--- config.mk ---
export PLATFORM = sky130hd
export DESIGN_NAME = spwm_duty_seq
export DESIGN_NICKNAME = d
export VERILOG_FILES = /design/src/rtl/spwm_pkg.sv /design/src/rtl/spwm_sin_rom.sv /design/src/rtl/spwm_duty_seq.sv
export SDC_FILE = /design/constraint.sdc
export NUM_CORES = 1
export LEC_CHECK = 0
export BUFFER_PORTS_ARGS = -buffer_cell sky130_fd_sc_hd__buf_2
export CAP_MARGIN = 20
export CORE_ASPECT_RATIO = 0.75
export CORE_UTILIZATION = 59
export DETAILED_ROUTE_END_ITERATION = 7
export PLACE_DENSITY = 0.76
export SETUP_SLACK_MARGIN = 0.05
export SYNTH_ARGS = -nofsm -noshare
export SYNTH_HDL_FRONTEND = slang
export SYNTH_SLANG_ARGS = --single-unit
--- constraint.sdc ---
create_clock -name clk -period 10.26 [get_ports clk]
set_input_delay 2.565 -clock clk [delete_from_list [all_inputs] [get_ports clk]]
set_output_delay 2.565 -clock clk [all_outputs]
set_load 0.02 [all_outputs]
--- src/rtl/spwm_pkg.sv ---
// rtl/spwm_pkg.sv - shared FSM/quadrant types and the 65-entry quarter-wave sine table for the SPWM duty sequencer
package spwm_pkg;

    localparam int QSTEPS_DEF = 64;
    localparam int TAB_N      = 65;

    typedef enum logic [1:0] {
        ST_IDLE   = 2'd0,
        ST_LOOKUP = 2'd1,
        ST_SCALE  = 2'd2,
        ST_OUT    = 2'd3
    } state_e;

    typedef enum logic [1:0] {
        QUAD_0 = 2'd0,
        QUAD_1 = 2'd1,
        QUAD_2 = 2'd2,
        QUAD_3 = 2'd3
    } quad_e;

    // round(65535*sin(pi/2*i/64)); coarser QSTEPS values stride through it
    localparam logic [15:0] SIN_TAB [0:TAB_N-1] = '{
        16'd0,     16'd1608,  16'd3216,  16'd4821,  16'd6424,  16'd8022,  16'd9616,  16'd11204,
        16'd12785, 16'd14359, 16'd15924, 16'd17479, 16'd19024, 16'd20557, 16'd22078, 16'd23586,
        16'd25079, 16'd26557, 16'd28020, 16'd29465, 16'd30893, 16'd32302, 16'd33692, 16'd35061,
        16'd36409, 16'd37736, 16'd39039, 16'd40319, 16'd41575, 16'd42806, 16'd44011, 16'd45189,
        16'd46340, 16'd47464, 16'd48558, 16'd49624, 16'd50659, 16'd51664, 16'd52638, 16'd53580,
        16'd54490, 16'd55367, 16'd56211, 16'd57021, 16'd57797, 16'd58537, 16'd59243, 16'd59913,
        16'd60546, 16'd61144, 16'd61704, 16'd62227, 16'd62713, 16'd63161, 16'd63571, 16'd63943,
        16'd64276, 16'd64570, 16'd64826, 16'd65042, 16'd65219, 16'd65357, 16'd65456, 16'd65515,
        16'd65535
    };

    function automatic logic quad_is_mirrored(input quad_e q);
        return (q == QUAD_1) || (q == QUAD_3);
    endfunction

    function automatic logic quad_is_negative(input quad_e q);
        return (q == QUAD_2) || (q == QUAD_3);
    endfunction

endpackage

--- src/rtl/spwm_sin_rom.sv ---
// rtl/spwm_sin_rom.sv - registered quarter-wave sine ROM, address 0..QSTEPS inclusive
module spwm_sin_rom
    import spwm_pkg::*;
#(
    parameter int QSTEPS = QSTEPS_DEF
) (
    input  logic                     clk,
    input  logic                     rst,
    input  logic                     en_i,
    input  logic [$clog2(QSTEPS):0]  addr_i,
    output logic [15:0]              data_o
);

    localparam logic [6:0] STRIDE = 7'((TAB_N - 1) / QSTEPS);

    logic [6:0]  tidx;
    logic [15:0] data_q;

    always_comb begin
        tidx = 7'(addr_i * STRIDE);
        if (tidx > 7'd64) begin
            tidx = 7'd64;
        end
    end

    always_ff @(posedge clk or negedge rst) begin
        if (!rst) begin
            data_q <= 16'd0;
        end else if (en_i) begin
            data_q <= SIN_TAB[tidx];
        end
    end

    assign data_o = data_q;

endmodule

--- src/rtl/spwm_duty_seq.sv ---
// rtl/spwm_duty_seq.sv - sine-modulated duty sequencer for the SPWM generator; SPWM_DITHER_EN adds LFSR LSB dither
module spwm_duty_seq
    import spwm_pkg::*;
#(
    parameter int WIDTH  = 14,
    parameter int PERIOD = 10000,
    parameter int QSTEPS = QSTEPS_DEF
) (
    input  logic             clk,
    input  logic             rst,
    input  logic             rst_syn,
    input  logic             e,
    input  logic             step,
    input  logic [7:0]       amp,
    output logic [WIDTH-1:0] duty,
    output logic             duty_valid,
    output logic             zero_x,
    output logic [1:0]       quadrant,
    output logic             overrun
);

    localparam int          KW     = $clog2(QSTEPS);
    localparam int          IW     = KW + 2;
    localparam logic [15:0] HALF_W = 16'(PERIOD / 2);
    localparam logic [KW:0] QS_W   = (KW + 1)'(QSTEPS);

    state_e           state_q;
    logic [IW-1:0]    idx_q;
    logic [IW-1:0]    idx_s_q;
    logic [7:0]       amp_q;
    logic [15:0]      off_q;
    logic [WIDTH-1:0] duty_q;
    logic             duty_valid_q;
    logic             zero_x_q;
    quad_e            quad_q;
    logic             overrun_q;
`ifdef SPWM_DITHER_EN
    logic [7:0]       lfsr_q;
`endif

    quad_e            q_s;
    logic [KW-1:0]    k_s;
    logic [KW:0]      rom_addr;
    logic [15:0]      rom_data;
    logic [23:0]      prod24;
    logic [15:0]      mag;
    logic [31:0]      prod32;
    logic [15:0]      off_d;
    logic [16:0]      base;
    logic [16:0]      sum;
    logic [WIDTH-1:0] duty_d;

    assign q_s = quad_e'(idx_s_q[IW-1 -: 2]);
    assign k_s = idx_s_q[KW-1:0];

    // Falling quadrants read the table backwards from the peak
    assign rom_addr = quad_is_mirrored(q_s) ? (QS_W - {1'b0, k_s}) : {1'b0, k_s};

    spwm_sin_rom #(
        .QSTEPS (QSTEPS)
    ) u_rom (
        .clk    (clk),
        .rst    (rst),
        .en_i   (e),
        .addr_i (rom_addr),
        .data_o (rom_data)
    );

    always_comb begin
        prod24 = 24'(rom_data) * 24'(amp_q);
        mag    = 16'(prod24 >> 8);
        prod32 = 32'(mag) * 32'(HALF_W);
        off_d  = 16'(prod32 >> 16);
    end

    always_comb begin
`ifdef SPWM_DITHER_EN
        base = 17'(HALF_W) + 17'(lfsr_q[0]);
`else
        base = 17'(HALF_W);
`endif
        if (quad_is_negative(q_s)) begin
            sum = (base >= {1'b0, off_q}) ? (base - {1'b0, off_q}) : 17'd0;
        end else begin
            sum = base + {1'b0, off_q};
        end
        duty_d = (sum > 17'(PERIOD)) ? WIDTH'(PERIOD) : WIDTH'(sum);
    end

    always_ff @(posedge clk or negedge rst) begin
        if (!rst) begin
            state_q      <= ST_IDLE;
            idx_q        <= '0;
            idx_s_q      <= '0;
            amp_q        <= 8'd0;
            off_q        <= 16'd0;
            duty_q       <= WIDTH'(PERIOD / 2);
            duty_valid_q <= 1'b0;
            zero_x_q     <= 1'b0;
            quad_q       <= QUAD_0;
            overrun_q    <= 1'b0;
`ifdef SPWM_DITHER_EN
            lfsr_q       <= 8'hA5;
`endif
        end else if (rst_syn) begin
            state_q      <= ST_IDLE;
            idx_q        <= '0;
            idx_s_q      <= '0;
            amp_q        <= 8'd0;
            off_q        <= 16'd0;
            duty_q       <= WIDTH'(PERIOD / 2);
            duty_valid_q <= 1'b0;
            zero_x_q     <= 1'b0;
            quad_q       <= QUAD_0;
            overrun_q    <= 1'b0;
`ifdef SPWM_DITHER_EN
            lfsr_q       <= 8'hA5;
`endif
        end else begin
            // Pulses stay single-cycle even if e drops right after an update
            duty_valid_q <= 1'b0;
            zero_x_q     <= 1'b0;
            if (e) begin
                case (state_q)
                    ST_IDLE: begin
                        if (step) begin
                            idx_s_q <= idx_q;
                            idx_q   <= idx_q + IW'(1);
                            if (idx_q == '0) begin
                                amp_q <= amp;
                            end
`ifdef SPWM_DITHER_EN
                            lfsr_q <= {lfsr_q[6:0], lfsr_q[7] ^ lfsr_q[5] ^ lfsr_q[4] ^ lfsr_q[3]};
`endif
                            state_q <= ST_LOOKUP;
                        end
                    end
                    ST_LOOKUP: begin
                        state_q <= ST_SCALE;
                    end
                    ST_SCALE: begin
                        off_q   <= off_d;
                        state_q <= ST_OUT;
                    end
                    ST_OUT: begin
                        duty_q       <= duty_d;
                        duty_valid_q <= 1'b1;
                        zero_x_q     <= (idx_s_q == '0);
                        quad_q       <= q_s;
                        state_q      <= ST_IDLE;
                    end
                    default: begin
                        state_q <= ST_IDLE;
                    end
                endcase
                if (step && (state_q != ST_IDLE)) begin
                    overrun_q <= 1'b1;
                end
            end
        end
    end

    assign duty       = duty_q;
    assign duty_valid = duty_valid_q;
    assign zero_x     = zero_x_q;
    assign quadrant   = quad_q;
    assign overrun    = overrun_q;

endmodule

==> results of run 1 <==
-- cells by family (layout without fill, tap and decap cells) --
group                    Yosys count  count (layout)
AND/OR/NAND/NOR                  393             393
XOR/XNOR                          68              68
multiplexers                      14              14
buffers and inverters            257             260
flip-flops                        74              74
AO/OA/AOI/OAI                    304             304
adder cells (fa/ha/maj)          244             244
-- registers in the layout, indices dropped and copies added, names as in the netlist --
signal / count
zero_x: 1
u_rom.data_o: 16
idx_s_q: 8
overrun: 1
idx_q: 8
duty: 14
off_q: 13
quadrant: 2
amp_q: 8
state_q: 2
duty_valid: 1
-- per-stage QoR --
step | power [mW] | hold slack [ns] | worst slack, ns | cells | instance area (um2)
floorplan | 0.907 | 0.513 | 1.58 | 1354 | 11600
global placement | 1.08 | 0.461 | 1.03 | 1588 | 11900
detailed placement | 1.12 | 0.483 | 0.802 | 1588 | 11900
CTS | 1.46 | 0.497 | 0.778 | 1604 | 12200
global route | 1.60 | 0.515 | 0.0875 | 1604 | 12200
finish | 1.46 | 0.488 | 0.651 | 1604 | 12200
-- per-layer routing --
| layer | vias up | wire (um) |
|---|---|---|
| met4 | 0 | 296 |
| met5 | - | 0 |
| met2 | 390 | 12000 |
| li1 | 4565 | - |
| met3 | 35 | 2290 |
| met1 | 4633 | 14100 |
-- worst min-delay path, cell delays in order (launching register included) --
cell and delay, ns:
dfrtp_1 0.34, nand2_1 0.05, o21ai_1 0.06
-- cells in the mapped netlist (all sizes together), types with 6 or more instances --
| library cell | n | area [um2] |
|---|---|---|
| o21ai | 77 | 389 |
| a211oi | 15 | 148 |
| buf | 17 | 80.1 |
| and2 | 98 | 613 |
| a21o | 13 | 97.6 |
| xor2 | 35 | 329 |
| o31ai | 13 | 153 |
| a31oi | 12 | 81.3 |
| nor3 | 17 | 85.1 |
| mux2i | 13 | 130 |
| and3 | 6 | 37.5 |
| o22ai | 7 | 43.8 |
| a21oi | 69 | 368 |
| clkbuf | 36 | 135 |
| fa | 108 | 2160 |
| o22a | 6 | 52.6 |
| o211ai | 15 | 131 |
| nor2 | 87 | 329 |
| nand4 | 8 | 50.1 |
| nand2 | 120 | 453 |
| o21a | 9 | 67.6 |
| dfrtp | 69 | 1730 |
| inv | 204 | 766 |
| a221oi | 6 | 52.6 |
| xnor2 | 33 | 312 |
| nor2b | 6 | 37.5 |
| nand2b | 7 | 43.8 |
| nand3 | 19 | 95.1 |
| ha | 136 | 1700 |
-- power groups by stage --
stage	combinational (mW)	sequential [mW]	clock [mW]
after floorplan	0.590	0.317	0
after global placement	0.753	0.331	0
after detailed placement	0.788	0.332	0
after CTS	0.795	0.327	0.340
after global routing	0.920	0.330	0.350
final	0.800	0.328	0.335
-- final cells by class --
type	instances	share of cell area, %
clock buffers	9	1.84
repair buffers	40	1.84
multi-input cells	1023	71.6
clock inverters	7	0.686
flip-flops and latches	74	15.2
inverters	204	6.27
well taps	247	2.53
-- final timing paths --
path | endpoint | slack [ns]
setup reg to reg | off_q[12] | 0.65
max in group asynchronous | u_rom.data_o[12] | 7.30
min in group asynchronous | quadrant[0] | 2.36
hold reg to reg | duty[5] | 0.49
hold / removal | duty[5] | 0.49
setup / recovery | off_q[12] | 0.65
==> flow_summary.ini, run 1 <==
[yosys]
synthCells = 1354
synth.area.mux_share_pct = 1.22
synthesis.nets = 1611
syn_area_um2 = 11600
synth_compound_area_share_pct = 18.5
yosys_register_bits = 74
yosys.area_share.simple_pct = 16.8
synth-edff-count = 0
ys.flop_type = dfrtp_1
avgSynthCellArea_um2 = 8.55
yosysSeqAreaShare_pct = 16.1
yosysUniqueCellTypes = 85
synthAdderAreaFrac_pct = 33.4
synthXorXnorAreaFrac_pct = 5.54
synth-async-reset-ratio_pct = 100
synth_top_family_by_area = adder cells
ys.warnings.count = 0

[pwr]
seqPwrFrac_pct = 22.4
switching_share_pct = 44.6
combPwrFrac_pct = 54.7
clockPowerShare_pct = 22.9
leakage_nw = 6.21
p_per_area_nw_per_um2 = 120
ir_drop_v = 0.0000858
p_switching_mw = 0.652
p_int_mw = 0.811

[global_route]
use_met1_pct = 47.3
antenna_found_initial = 0
grt_max_degree = 75
grt_remaining_overflow = 0
grt_pass1_vias = 9356
grt.met3_usage_pct = 5.30
grt_first_pass_wirelength_um = 48400
top_usage_layer = met1
use_met2_pct = 45.2
track_usage_pct = 30.6

[finish]
fin_nets = 1609
final_util_pct = 64.9
fillCellCount = 1597
diodes = 0
final_common_cell = inv_1
register_area_um2 = 1860
mostFrequentLayoutCells = inv_1 (203), ha_1 (136), nand2_1 (119), fa_1 (108), and2_1 (98)
drive_above_1_share_pct = 7.59
area_delta_synth_final_pct = 5.56
multiInputGateArea_um2 = 8750

[sta]
fmax_ghz = 0.104
setup_tns_ns = 0
skew_ns = 0.00640
fin_crit_sh_pct = 93.7
hold_viol = 0
min_period_ns = 9.61
tightest_slew_ns = 0.922
rsz0062_at_grt = false
relSlewSlack_pct = 38.5
finalSetupViolCount = 0
drv_slew = 0

[setup_path]
end_kind = flop
slowest_delay_ns = 0.65
slowest_stage = dfrtp_1
path_max_fanout = 17
crit_cells = 31
timing.rr.start = amp_q[7]
critPathArrivalTime_ns = 9.84
path_buf_inv = 5
worst_ep_required_time_ns = 10.49
cp_top_family = adder cells
r2r_cells = 31
critPathLaunchType = flop
critical_path.startpoint = amp_q[7]
critPathMostFrequentCell = fa_1
path_class = flop to flop

[clock_tree]
htreeDepth = 3
cts_tree = done
clk_pin_slew_worst_paths_ns = 0.07
cts_inserted_buffers = 9
root_buffer = clkbuf_16
cts_hold_buf = 0
postCtsSetupBuffers = 0
clk_path_buf_depth = 2
clock-sinks = 74
post_cts_resized = 0
clock_latency_ns = 0.34

[min_path]
min_path_type = flop to flop
worstHoldStart = duty[5]
hold_depth = 2

[die]
start_util_pct = 61.5
pin_count = 32
die_y_um = 123
dieWidth_um = 164
die_area_um2 = 20200
rows = 43
core_um2 = 18800

[routing]
num_vias = 9623
drt_iter0_drc = 1090
drc = 0
avgViaCountPerCell = 6.00
routedWlPerCell_um = 17.9
drt-total-wl_um = 28700
firstDrtPassIters = 6
ant_nets = 0

[placed_design]
port_buffers = 31
dp_hpwl_um = 22700
place_congestion = 0.976

[outcome]
outcome = complete, no violations

[job]
drv_cap = 0
Power figures use the tool's default switching activity.
==> run 2, diff against run 1 <==
PLACE_DENSITY = 0.82   (was 0.76)
==> run 2 against run 1 <==
Routed wire length up 2.8%; worst setup slack gained 0.076 ns; power is 0.67% higher; cell count about the same; combinational power is 1% higher; die area stayed put; core utilization barely moved; critical path depth unchanged; global-route usage grew 0.53 points; critical endpoint unchanged; maximum frequency up 0.80%; largest power group unchanged; register-to-register slack improved by 0.08 ns; first-iteration DRC count decreased by 8.3%.
==> flow_summary.ini, run 2 (synthesis results as in run 1) <==
[routing]
routedWlPerCell_um = 18.4
num_vias = 9852
avgViaCountPerCell = 6.14
ant_nets = 0
firstDrtPassIters = 6
drt-total-wl_um = 29500
drt_iter0_drc = 999
drc = 0

[die]
die_area_um2 = 20200
rows = 43
pin_count = 32
start_util_pct = 61.5
dieWidth_um = 164
core_um2 = 18800
die_y_um = 123

[sta]
fin_crit_sh_pct = 92.9
rsz0062_at_grt = false
skew_ns = 0.00850
tightest_slew_ns = 0.970
fmax_ghz = 0.105
min_period_ns = 9.53
hold_viol = 0
relSlewSlack_pct = 35.3
worst_slack_ns = 0.726
drv_slew = 0
finalSetupViolCount = 0
setup_tns_ns = 0

[clock_tree]
clk_pin_slew_worst_paths_ns = 0.07
htreeDepth = 3
clock_latency_ns = 0.34
cts_inserted_buffers = 9
clock-sinks = 74
post_cts_resized = 0
cts_tree = done
postCtsSetupBuffers = 0
clk_path_buf_depth = 2
cts_hold_buf = 0
root_buffer = clkbuf_16

[global_route]
grt_first_pass_wirelength_um = 49100
antenna_found_initial = 1
track_usage_pct = 31.1
grt_pass1_vias = 9747
grt_remaining_overflow = 0
grt_max_degree = 75

[setup_path]
r2r_cells = 31
critPathLaunchType = flop
path_class = flop to flop
slowest_delay_ns = 0.67
rrSetupSlack_ns = 0.73
slowest_stage = dfrtp_1
critical_path.startpoint = amp_q[5]
critPathArrivalTime_ns = 9.77
worst_ep_required_time_ns = 10.49
timing.rr.start = amp_q[5]
critPathMostFrequentCell = fa_1
path_max_fanout = 17
end_kind = flop
r2r-end = off_q[12]

[placed_design]
place_congestion = 1.01
place_ws_ns = 0.820
port_buffers = 31
dp_hpwl_um = 23300

[min_path]
whs_endpoint = quadrant[1]
min_path_type = flop to flop
worstHoldStart = quadrant[1]
hold_depth = 2

[finish]
largest_register_ffs = 16
drive_above_1_share_pct = 7.59
final_common_cell = inv_1
area_delta_synth_final_pct = 5.57
mostFrequentLayoutCells = inv_1 (203), ha_1 (136), nand2_1 (119), fa_1 (108), and2_1 (98)
fillCellCount = 1564
multiInputGateArea_um2 = 8750
fin_nets = 1609
final_util_pct = 64.9
register_area_um2 = 1860

[pwr]
ir_drop_v = 0.0000937
p_per_area_nw_per_um2 = 121
leakage_nw = 6.21

[outcome]
outcome = complete, no violations

[job]
drv_cap = 0
run 2: worst max-delay path: cells and delay by family (launching register included):
family / cells / cell delay [ns]
xor+xnor: 2 / 0.73
buf+inv: 5 / 0.25
compound gates: 8 / 2.14
simple gates: 4 / 0.80
mux: 1 / 0.12
flops: 1 / 0.67
fa+ha+maj: 11 / 4.71
run 2: area by class of cell:
class | instances | area share [%]
inverter | 204 | 6.27
antenna | 1 | 0.0205
timing repair buffer | 40 | 1.84
clock inverter | 7 | 0.676
tap | 247 | 2.53
multi-input combinational | 1023 | 71.6
clock buffer | 9 | 1.84
sequential | 74 | 15.2
run 2: how the worst max path moves through the flow:
stage / to / slack, ns / cells after the start
2_1_floorplan: off_q[12] / 1.58 / 34
3_3_place_gp: off_q[12] / 1.07 / 31
3_5_place_dp: off_q[12] / 0.82 / 31
4_1_cts: off_q[12] / 0.78 / 31
5_1_grt: off_q[12] / 0.28 / 31
6_report: off_q[12] / 0.73 / 31
run 2: stage by stage:
| step | total power, mW | instance area, um2 | std cells | hold slack, ns |
|---|---|---|---|---|
| global placement | 1.08 | 11900 | 1588 | 0.457 |
| CTS | 1.47 | 12200 | 1604 | 0.483 |
| detailed placement | 1.13 | 11900 | 1588 | 0.467 |
| floorplan | 0.907 | 11600 | 1354 | 0.513 |
| global route | 1.59 | 12200 | 1605 | 0.510 |
| finish | 1.47 | 12200 | 1605 | 0.475 |
run 2: where the power goes:
part	switching [mW]	internal [mW]	total [mW]
logic	0.488	0.320	0.808
registers	0.0267	0.301	0.328
clock network	0.144	0.193	0.336
run 2: layer usage:
layer	track usage (%)	up-vias	share of wire (%)
met5	0	-	0
met4	6.42	0	1.8
met3	7.55	67	9.1
met2	48.6	453	43
met1	44.0	4780	46
li1	-	4552	-
==> run 3, diff against run 2 <==
ABC_AREA = 1   (was unset)
clock period = 9.7 ns   (was 10.26 ns; I/O delays follow)
==> run 3 against run 2 <==
Via count grew 15%; critical endpoint unchanged; area after synthesis increased by 7.6%; non-clock buffer count down 7; power is 110% higher.
==> flow_summary.ini, run 3 <==
[finish]
area_delta_synth_final_pct = 4.38
drive_above_1_share_pct = 6.95
mostFrequentLayoutCells = nand2_1 (450), inv_1 (412), ha_1 (136), nor2_1 (122), fa_1 (108)
largest_register_ffs = 16
finalInstanceArea_um2 = 13000
fin_nets = 2051
final_common_cell = nand2_1
final_util_pct = 63.6
diodes = 0

[setup_path]
path_class = flop to flop
critPathMostFrequentCell = inv_1
end_kind = flop
cp_top_family = adder cells
rrSetupSlack_ns = 0.73
worst_ep_required_time_ns = 9.94
slowest_stage = dfrtp_1
timing.rr.start = amp_q[3]
critPathArrivalTime_ns = 9.21
critPathLaunchType = flop
path_buf_inv = 10
slowest_delay_ns = 0.74
path_max_fanout = 17
critical_path.startpoint = amp_q[3]

[sta]
skew_ns = 0.00943
finalSetupViolCount = 0
fmax_ghz = 0.111
hold_viol = 0
min_period_ns = 8.97
setup_tns_ns = 0
fin_crit_sh_pct = 92.5
rsz0062_at_grt = false
drv_slew = 0
relSlewSlack_pct = 29.9
tightest_slew_ns = 1.05

[min_path]
worstHoldStart = duty[5]
min_path_type = flop to flop

[routing]
drt-total-wl_um = 31400
ant_nets = 0
drc = 0
drt_iter0_drc = 926
firstDrtPassIters = 6
routedWlPerCell_um = 15.1
avgViaCountPerCell = 5.46
num_vias = 11400

[yosys]
synth-edff-count = 0
synth_top_area_share_pct = 17.4
synth-async-reset-ratio_pct = 100
yosysSeqAreaShare_pct = 14.9
yosys.area.top_type = fa_1
yosysUniqueCellTypes = 57
ys.warnings.count = 0
synth_commonest_cells = nand2_1 (450), inv_1 (412), ha_1 (136)
ys.flop_type = dfrtp_1
avgSynthCellArea_um2 = 6.87
synth.most_common_cell = nand2_1
syn_area_um2 = 12400
synth.area.top_cells = fa_1 (17%), dfrtp_1 (14%), ha_1 (14%)
synthCells = 1812
synthesis.nets = 2069
yosys_register_bits = 74

[pwr]
leakage_nw = 7.92
p_per_area_nw_per_um2 = 236
ir_drop_v = 0.000270

[placed_design]
port_buffers = 31
placed_cell_area_um2 = 12700
dp_hpwl_um = 25200
place_congestion = 0.961

[global_route]
grt_pass1_vias = 11100
grt_remaining_overflow = 0
grt_max_degree = 75
grt_first_pass_wirelength_um = 53600
antenna_found_initial = 0
track_usage_pct = 30.6

[clock_tree]
clk_pin_slew_worst_paths_ns = 0.07
root_buffer = clkbuf_16
htreeDepth = 3
clock-sinks = 74
cts_tree = done
cts_hold_buf = 0
clk_path_buf_depth = 2
clock_latency_ns = 0.35
postCtsSetupBuffers = 0
post_cts_resized = 0
cts_inserted_buffers = 9

[die]
die_area_um2 = 21700
pin_count = 32
die_y_um = 128
dieWidth_um = 170
rows = 45
start_util_pct = 60.9
core_um2 = 20400

[outcome]
outcome = complete, no violations

[job]
drv_cap = 0
-- run 3: cell types whose count changed in the layout (fill, tap and decap cells not counted), sizes merged, moves of 13 or more --
cell    change
nor2       +42
nand2     +339
and2       -98
nand3      +80
xnor2      -26
a211oi     -15
a21oi      +18
mux2i      -13
inv       +229
-- run 3: layer usage --
layer	vias to the layer above	wire length [um]	global-route usage, %
met5	-	0	0
li1	5506	-	-
met1	5434	14500	44.1
met2	383	14500	50.0
met3	35	2000	3.86
met4	0	365	5.25
-- run 3: cells by family after synthesis --
group | synth area share [%]
AND/OR/NAND/NOR | 25.2
buffers and inverters | 15.4
XOR/XNOR | 2.84
flip-flops | 14.9
AO/OA/AOI/OAI | 10.7
adder cells (fa/ha/maj) | 31.0
-- run 3: path summary, 6_finish.rpt --
path | end | cells past startpoint
max in group asynchronous | u_rom.data_o[5] | 1
min in group asynchronous | duty[11] | 1
hold / removal | duty[5] | 2
hold reg to reg | duty[5] | 2
setup / recovery | off_q[12] | 38
setup reg to reg | off_q[12] | 38
-- run 3: layout make-up --
cell class              count  area [um2]
clock inverters             7        83.8
fillers                  1823        7440
inverters                 433        1630
multi-input cells        1243        8680
clock buffers               9         225
flip-flops and latches     74        1860
well taps                 282         353
repair buffers             33         173
-- run 3: worst register-to-register path, delay by kind of cell (launching register included) --
family	cells	cell delay, ns
adders and majority gates	11	4.66
AOI/OAI and AO/OA	6	1.47
and+or+nand+nor	10	0.93
DFF	1	0.74
buffers and inverters	10	0.67
xor gates and xnor gates	1	0.37
-- run 3: power by group --
| group | internal, mW | switching, mW | total [mW] |
|---|---|---|---|
| combinational | 0.822 | 1.50 | 2.32 |
| clock | 0.204 | 0.149 | 0.354 |
| sequential | 0.333 | 0.0572 | 0.391 |
| total | 1.36 | 1.71 | 3.07 |
-- run 3: stage by stage --
step / total power [mW] / worst slack, ns / cells / hold WS (ns)
2_1_floorplan: 2.10 / 1.33 / 1812 / 0.467
3_3_place_gp: 2.63 / 0.900 / 2065 / 0.459
3_5_place_dp: 2.69 / 0.827 / 2065 / 0.461
4_1_cts: 3.06 / 0.812 / 2081 / 0.480
5_1_grt: 3.45 / 0.0814 / 2081 / 0.516
6_report: 3.07 / 0.728 / 2081 / 0.475
